**config.mk**
```make
export PLATFORM = sky130hd
export DESIGN_NAME = divider_arbiter
export DESIGN_NICKNAME = d
export VERILOG_FILES = /design/src/rtl/divider_arbiter.sv
export SDC_FILE = /design/constraint.sdc
export NUM_CORES = 1
export LEC_CHECK = 0
export CAP_MARGIN = 10
export CORE_ASPECT_RATIO = 0.8
export CORE_MARGIN = 10
export CORE_UTILIZATION = 29
export CTS_CLUSTER_DIAMETER = 40
export CTS_CLUSTER_SIZE = 8
export DETAILED_ROUTE_END_ITERATION = 6
export GPL_TIMING_DRIVEN = 0
export SYNTH_ARGS = -nofsm -noshare
export SYNTH_HDL_FRONTEND = slang
export SYNTH_SLANG_ARGS = --single-unit
```
**constraint.sdc**
```tcl
create_clock -name clk -period 3.5 [get_ports clk]
set_input_delay 0.7 -clock clk [delete_from_list [all_inputs] [get_ports clk]]
set_output_delay 0.7 -clock clk [all_outputs]
set_load 0.02 [all_outputs]
```
**src/rtl/divider_arbiter.sv**
```systemverilog
// divider_arbiter: round-robin sharing of one pipelined divider
// among NREQ requesters, results routed back by a tag pipe.
//
// Ports:
//   clk, rst                 clock, synchronous active-high reset
//   req_valid / req_ready    per-requester handshake (ready one-hot)
//   req_dividend             packed dividends, slot i at [i*N +: N]
//   req_divisor              packed divisors, slot i at [i*M +: M]
//   resp_valid               one-hot result strobe, no backpressure
//   resp_merchant            quotient (all ones on divide-by-zero)
//   resp_remainder           remainder (zero on divide-by-zero)
//   resp_dz                  result came from divisor == 0
//   div_data_rdy             divider issue strobe
//   div_dividend/div_divisor divider operands
//   div_res_rdy              divider result valid
//   div_merchant/remainder   divider results
//   busy                     any operation in flight
//   seq_err                  sticky tag/result misalignment
module divider_arbiter #(
  parameter int NREQ = 4,
  parameter int N    = 21,
  parameter int M    = 13,
  parameter int LAT  = 21
) (
  input  logic              clk,
  input  logic              rst,
  input  logic [NREQ-1:0]   req_valid,
  output logic [NREQ-1:0]   req_ready,
  input  logic [NREQ*N-1:0] req_dividend,
  input  logic [NREQ*M-1:0] req_divisor,
  output logic [NREQ-1:0]   resp_valid,
  output logic [N-1:0]      resp_merchant,
  output logic [M-1:0]      resp_remainder,
  output logic              resp_dz,
  output logic              div_data_rdy,
  output logic [N-1:0]      div_dividend,
  output logic [M-1:0]      div_divisor,
  input  logic              div_res_rdy,
  input  logic [N-1:0]      div_merchant,
  input  logic [M-1:0]      div_remainder,
  output logic              busy,
  output logic              seq_err
);

  localparam int IDW = $clog2(NREQ);

  logic [IDW-1:0] rr_ptr;
  logic [IDW-1:0] rr_next;
  logic [IDW-1:0] grant;
  logic           any_req;
  logic           accept;
  logic [IDW:0]   scan;
  logic [N-1:0]   sel_dvd;
  logic [M-1:0]   sel_dvs;
  logic [IDW-1:0] iss_id;

  logic [LAT-1:0] tag_v;
  logic [LAT-1:0] tag_dz;
  logic [IDW-1:0] tag_id [LAT];

  logic           out_v;
  logic           out_dz;
  logic [IDW-1:0] out_id;

  // Scan from rr_ptr upward, wrapping at NREQ.
  // scan is one bit wider so the wrap works for
  // any NREQ, not only powers of two.
  always_comb begin
    grant   = '0;
    any_req = 1'b0;
    scan    = '0;
    for (int k = 0; k < NREQ; k++) begin
      scan = {1'b0, rr_ptr} + (IDW+1)'(k);
      if (scan >= (IDW+1)'(NREQ))
        scan = scan - (IDW+1)'(NREQ);
      if (!any_req && req_valid[scan[IDW-1:0]]) begin
        grant   = scan[IDW-1:0];
        any_req = 1'b1;
      end
    end
  end

  assign accept = any_req & ~rst;

  always_comb begin
    req_ready = '0;
    if (accept)
      req_ready[grant] = 1'b1;
  end

  always_comb begin
    sel_dvd = '0;
    sel_dvs = '0;
    for (int i = 0; i < NREQ; i++) begin
      if (grant == IDW'(i)) begin
        sel_dvd = req_dividend[i*N +: N];
        sel_dvs = req_divisor[i*M +: M];
      end
    end
  end

  assign rr_next = (grant == IDW'(NREQ-1)) ?
                   '0 : grant + 1'b1;

  // Issue register: operands hold when idle.
  always_ff @(posedge clk) begin
    if (rst) begin
      rr_ptr       <= '0;
      div_data_rdy <= 1'b0;
      div_dividend <= '0;
      div_divisor  <= '0;
      iss_id       <= '0;
    end else begin
      div_data_rdy <= accept;
      if (accept) begin
        rr_ptr       <= rr_next;
        div_dividend <= sel_dvd;
        div_divisor  <= sel_dvs;
        iss_id       <= grant;
      end
    end
  end

  // Stage 0 captures the issue the divider samples on
  // this edge, so stage LAT-1 lines up with res_rdy.
  always_ff @(posedge clk) begin
    if (rst) begin
      tag_v  <= '0;
      tag_dz <= '0;
      for (int s = 0; s < LAT; s++)
        tag_id[s] <= '0;
    end else begin
      tag_v  <= {tag_v[LAT-2:0], div_data_rdy};
      tag_dz <= {tag_dz[LAT-2:0], div_divisor == '0};
      tag_id[0] <= iss_id;
      for (int s = 1; s < LAT; s++)
        tag_id[s] <= tag_id[s-1];
    end
  end

  assign out_v  = tag_v[LAT-1];
  assign out_dz = tag_dz[LAT-1];
  assign out_id = tag_id[LAT-1];

  // A tag without a result (or the reverse) is
  // flagged and dropped rather than routed.
  always_ff @(posedge clk) begin
    if (rst) begin
      resp_valid     <= '0;
      resp_merchant  <= '0;
      resp_remainder <= '0;
      resp_dz        <= 1'b0;
      seq_err        <= 1'b0;
    end else begin
      resp_valid <= '0;
      if (out_v != div_res_rdy)
        seq_err <= 1'b1;
      if (out_v && div_res_rdy) begin
        resp_valid[out_id] <= 1'b1;
        resp_dz            <= out_dz;
        resp_merchant      <= out_dz ? '1 : div_merchant;
        resp_remainder     <= out_dz ? '0 : div_remainder;
      end
    end
  end

  assign busy = div_data_rdy | (|tag_v) | (|resp_valid);

endmodule

```
; ---- Word level (Yosys, flattened, before mapping)
; Memory sizes are Yosys's and may differ from the RTL's.
; Cells that the tools add are included.
[word_totals]
register_bits = 121
ram_bits = 42
input_bits = 177
output_inout_bits = 80
elab_cells = 137
mem_count = 1
[mem_list]
columns = name, depth, width, read_ports, rd_ports_with_merged_regs, write_ports, line_no
row1 = tag_id, 21, 2, 21, 0, 21, 59  ; logic [IDW-1:0] tag_id [LAT];
[op_classes]
n_addsub = 8
order_cmp = 12
eq_ne = 4
n_mux = 60
bitwise = 26
reduce_logical = 14
[ops]
columns = operator, n
row1 = 2-to-1 mux 21 bit, 5
row2 = 2-to-1 mux 13 bit, 5
row3 = 2-to-1 mux 2 bit, 30
row4 = bitwise OR 1 bit, 23
row5 = OR reduction 21 bit, 1
row6 = "< comparator 2 x 3 -> 1 bit, second input constant", 6
row7 = zero test 13 bit, 1
row8 = 2-to-1 mux 1 bit, 13
row9 = ">= comparator 3 bit, second input constant", 3
row10 = binary-select mux 1 bit (select 2 bit), 4
row11 = "subtractor 2 x 1 -> 2 bit, second input constant", 4
row12 = "adder 2 x 2 -> 3 bit, second input constant", 2
row13 = logical AND 1 bit, 6
row14 = demux 1 bit (select 2 bit), 2
row15 = "== test 2 bit, second input constant", 2
row16 = ">= comparator 2 x 1 -> 1 bit, second input constant", 2
row17 = 2-to-1 mux 4 bit, 1
row18 = OR reduction 4 bit, 1
row19 = "adder 2 x 1 -> 3 bit, second input constant", 1
row20 = ">= comparator 2 x 3 -> 1 bit, second input constant", 1
row21 = zero test 1 bit, 3
row22 = "adder 2 x 1 -> 2 bit, second input constant", 1
row23 = "== test 2 x 1 -> 1 bit, second input constant", 1
row24 = zero test 2 bit, 1
row25 = other kinds (4), 5

; ---- Depth between registers and ports, before layout
[logic_depth]
depth_word = 19
depth_mapped = 11
depth_no_buf = 9

; ---- Least setup slack after synthesis
; No wires, ideal clock.
[synth_timing]
path_kind = input port to output port
startpoint = in req_valid[0]
endpoint = out req_ready[3]
arrival_time_ns = 2.306
slack_ns = 0.494
stages = 9
n_path_buf = 3
cell_sequence = nand2_1 and3_1 o32ai_1 inv_1 ha_1 buf_2 clkbuf_1 buf_2 and2_1
[synth_via]
elab_chain_cells = 17
[synth_rtl]
columns = item, line_no
row1 = "start, declared", 27  ; input logic [NREQ-1:0] req_valid,
row2 = binary-select mux 1 bit (select 2 bit), 76  ; if (!any_req && req_valid[scan[IDW-1:0]]) begin
row3 = 2-to-1 mux 1 bit (implied by the code), 76
row4 = 2-to-1 mux 1 bit, 76
row5 = zero test 1 bit, 76
row6 = logical AND 1 bit, 76
row7 = 2-to-1 mux 1 bit, 76
row8 = zero test 1 bit, 76
row9 = logical AND 1 bit, 76
row10 = [2 not listed], n/a
row11 = logical AND 1 bit, 76
row12 = 2-to-1 mux 2 bit *, 76
row13 = net grant[1], 49  ; logic [IDW-1:0] grant;
row14 = < comparator 2 x 3 -> 1 bit (implied by the code) or >= comparator 2 x 1 -> 1 bit (tied branches), 88  ; req_ready[grant] = 1'b1;
row15 = logical AND 1 bit (implied by the code), 88
row16 = 2-to-1 mux 1 bit (implied by the code), 88
row17 = demux 1 bit (select 2 bit) *, 88
row18 = 2-to-1 mux 4 bit *, 87  ; if (accept)
row19 = "end, declared", 28  ; output logic [NREQ-1:0] req_ready,
; Mark *: on every way through the listed nets, which the timed path passes. The rest lies on a longest branch. The select of a mux whose other input is x is not followed.

; ---- Final worst setup path
; Ends and elaborated chain as after synthesis.

==> results_dict.tcl <==
set metrics [dict create \
    result_of_the_run "complete, no violations" \
    min_path_type "flop to flop" \
    synth_xor_area_frac 0 \
    worst_ep_required_time_ns 2.80 \
    setup-violations-final 0 \
    synthTopCellsByArea "dfxtp_1 52%, nor2b_1 10%, a221oi_1 4.8%, nor2_1 4.5%, a21oi_1 4.1%" \
    detail-route-antenna-nets 0 \
    largest_net_degree_at_the_start_of_global_routing 25 \
    source_to_sink_clock_delay_at_the_later_pin_of_the_worst_skew_pair_ns 0.42 \
    syn_to_layout_area_delta_pct 56.0 \
    synth_compound_gate_area_share 0.154 \
    asyncSetResetFlopFracSynth 0 \
    p_comb_frac 0.264 \
    track_usage 0.158 \
    post-route-drc-count 0 \
    max-slew-margin-rel 0.527 \
    report.final.slew_viol_count 0 \
    crit_type "input pin to output pin" \
    ctsLongestPathBuffers 2 \
    layout-drive-gt1-share 0.0692 \
    critical_path_arrival_ns 2.56 \
    finalWorstSetupSlack_ns 0.242 \
    final_core_area_utilization 0.466 \
    power_share_of_the_sequential_group 0.395 \
    die-area_um2 27900 \
    route.vias.total 5776 \
    synth_simple_gate_area_frac 0.245 \
    cts_num_sinks 163 \
    pre_cts_ws_ns -0.962 \
    final_period_minus_worst_setup_slack_ns 3.26 \
    vdd.ir_drop.worst_uv 343 \
    start_util 0.299 \
    viasPerCell 4.67 \
    io_pins 257 \
    dieWidth_um 184 \
    timing.fmax_ghz 0.307 \
    detail_route.wl_per_cell_um 18.0 \
    clkSlewWorstSetupHoldPaths_ns 0.06 \
    post_synth_inst_count 684 \
    fillCellCount 2060 \
    muxShareOfSynthArea 0.00160 \
    switching_share 0.306 \
    cts.root.buffer_cell "clkbuf_16" \
    synth_adder_area_share 0.0100 \
    switching_power_uw 1570 \
    yosys.cell_count.top_type "dfxtp_1" \
    cell_internal_pwr_uw 3580 \
    synthDominantCellAreaShare 0.521 \
    detailedRoute.firstPassIterationCount 4 \
    dominantRegCellSynth "dfxtp_1" \
    total_leakage_power_uw 0.00381 \
    grt_pass1_wl_mm 33.9 \
    dpl.hpwl_mm 17.7 \
    synth_edf_count 0 \
    clock_tree.htree_level_count 4 \
    nets 1137 \
    mappedNetlistArea_um2 6260 \
    share_of_total_power_in_the_clock_network 0.341 \
    critPathCaptureType "output pin" \
    synth.yosys.warnings 0 \
    final.period_utilization 0.931 \
    port_buffers 256 \
    timing.critical_path.fanout_max 15 \
    fp-row-count 47 \
    power_density_nw_per_um2 528 \
    antenna_found_initial 1 \
    tightest_slew_ns 0.709 \
    synth.lib_cells_used.distinct 30 \
    drt-total-wl_mm 22.2 \
    seq_area_frac_synth 0.521 \
    dieHeight_um 151 \
    cts_tree "built" \
    final_count_of_hold_timing_violations 0 \
    main_combinational_cell_family_by_area_after_synthesis "simple AND/OR/NAND/NOR gates" \
    synthesis.area_per_instance_um2 9.15 \
    rsz0062_at_grt "false" \
    synth.largest_area_cell "dfxtp_1" \
    antenna_cells 0 \
    synth_seq_cells 163 \
    most_common_library_cells_after_synthesis "163 x dfxtp_1, 101 x nor2b_1, 75 x nor2_1, 51 x a21oi_1, 37 x inv_1" \
    cts_made_buffers 17 \
    timing.critical_path.from_type "input pin" \
    vias_in_the_first_global_route 6036 \
    place.gp.congestion 0.790 \
    clock-skew-final_ns 0.00633 \
    fp.coreArea_um2 20900 \
    cap_violations 0 \
    globalRouteOverflowTotal 0 \
    detail_route.iter0.violations 267 \
    synth_fp_nets 866 \
]
==> cells by family (layout without fill, tap and decap cells) <==
group / Yosys count / in the layout
DFF: 163 / 163
and+or+nand+nor: 276 / 276
muxes: 1 / 1
AOI/OAI and AO/OA: 143 / 143
adders and majority gates: 5 / 5
buffers and inverters: 96 / 380
==> per-stage QoR <==
stage / instance area [µm²] / cells / TNS [ns] / total power (µW) / hold WS [ns]
after floorplan: 6260 / 684 / 0 / 2790 / 0.414
after global placement: 9160 / 1209 / -4.05 / 3420 / 0.416
after detailed placement: 9160 / 1209 / -5.44 / 3430 / 0.424
after CTS: 9750 / 1237 / 0 / 5210 / 0.436
after global routing: 9760 / 1237 / 0 / 5420 / 0.454
final: 9760 / 1237 / 0 / 5150 / 0.434
==> area by class of cell <==
| type | count | area, µm² | share of cell area |
|---|---|---|---|
| Sequential cell | 163 | 3260 | 0.334 |
| Multi-Input combinational cell | 425 | 2610 | 0.267 |
| Timing Repair Buffer | 257 | 2580 | 0.264 |
| Clock buffer | 19 | 443 | 0.0454 |
| Tap cell | 269 | 337 | 0.0345 |
| Buffer | 54 | 284 | 0.0291 |
| Inverter | 37 | 139 | 0.0142 |
| Clock inverter | 13 | 114 | 0.0117 |
==> worst max-delay path: stages <==
cell and delay, ns:
dlygate4sd2_1 0.29, nor2b_1 0.19, a21oi_1 0.08, o221ai_2 0.28
inv_2 0.11, ha_1 0.22, buf_6 0.15, buf_6 0.15
and2_1 0.13, clkdlybuf4s15_2 0.25
==> power by group through the flow <==
stage / Clock (µW) / Combinational [µW] / Sequential, µW
6_report: 1760 / 1360 / 2040
3_5_place_dp: 0 / 1350 / 2070
2_1_floorplan: 0 / 611 / 2180
3_3_place_gp: 0 / 1350 / 2070
5_1_grt: 1890 / 1470 / 2050
4_1_cts: 1810 / 1370 / 2040
==> routing by layer <==
metal	GRT usage	routed length, µm	vias to the layer above
met1	0.174	9270	2620
li1	-	-	2912
met3	0.0879	2600	17
met2	0.257	9970	227
met4	0.0442	363	0
met5	0	0	-
==> state kept, by name, indices dropped and copies added (netlist names), 4 cells and up <==
signal and cells:
div_dividend 21, div_divisor 13, resp_merchant 21, resp_remainder 13
resp_valid 4, tag_dz 21, tag_id 42, tag_v 21
==> cell usage in the layout (no fill, tap or decap), types with 2 or more instances in the layout <==
cell | netlist | layout
clkbuf_1 | 26 | 26
nor4_1 | 9 | 9
a21oi_1 | 51 | 51
buf_6 | 4 | 6
and2_1 | 4 | 4
clkdlybuf4s50_1 | 0 | 248
inv_1 | 37 | 36
dlygate4sd2_1 | 0 | 3
inv_6 | 0 | 5
a211oi_1 | 34 | 34
inv_8 | 0 | 3
nand3b_1 | 34 | 34
clkinvlp_4 | 0 | 3
nor2_1 | 75 | 75
clkdlybuf4s15_2 | 0 | 2
nor3_1 | 35 | 35
dlymetal6s2s_1 | 0 | 3
o22ai_1 | 21 | 21
buf_4 | 2 | 5
nand2_1 | 8 | 8
buf_2 | 25 | 17
and3_1 | 2 | 2
or4_1 | 3 | 3
clkbuf_16 | 0 | 17
a221oi_1 | 34 | 34
ha_1 | 5 | 4
dfxtp_1 | 163 | 163
nor2b_1 | 101 | 100
buf_1 | 2 | 2
==> repair_timing <==
| item | 4_1_cts | 5_1_grt |
|---|---|---|
| buffers inserted | 1 | 0 |
| endpoints found under the setup margin | 4 | 4 |
| hold endpoints to repair | 0 | 0 |
| cloned | 0 | 0 |
| pin swaps | 1 | 0 |
| gates resized for setup | 23 | 3 |
| hold buffers | 0 | 0 |
==> worst paths after layout <==
kind | slack, ns | cells after the start | endpoint | startpoint
worst max-delay path | 0.24 | 10 | req_ready[3] | req_valid[0]
worst min-delay path | 0.43 | 1 | tag_id[6][0]$_SDFF_PP0_ | tag_id[5][2]$_SDFF_PP0_
worst max register to register | 0.87 | 10 | div_divisor[0]$_SDFFE_PP0P_ | rr_ptr[1]$_SDFFE_PP0P_
worst min register to register | 0.43 | 1 | tag_id[6][0]$_SDFF_PP0_ | tag_id[5][2]$_SDFF_PP0_
Note: power is estimated with default switching activity, not from simulation.
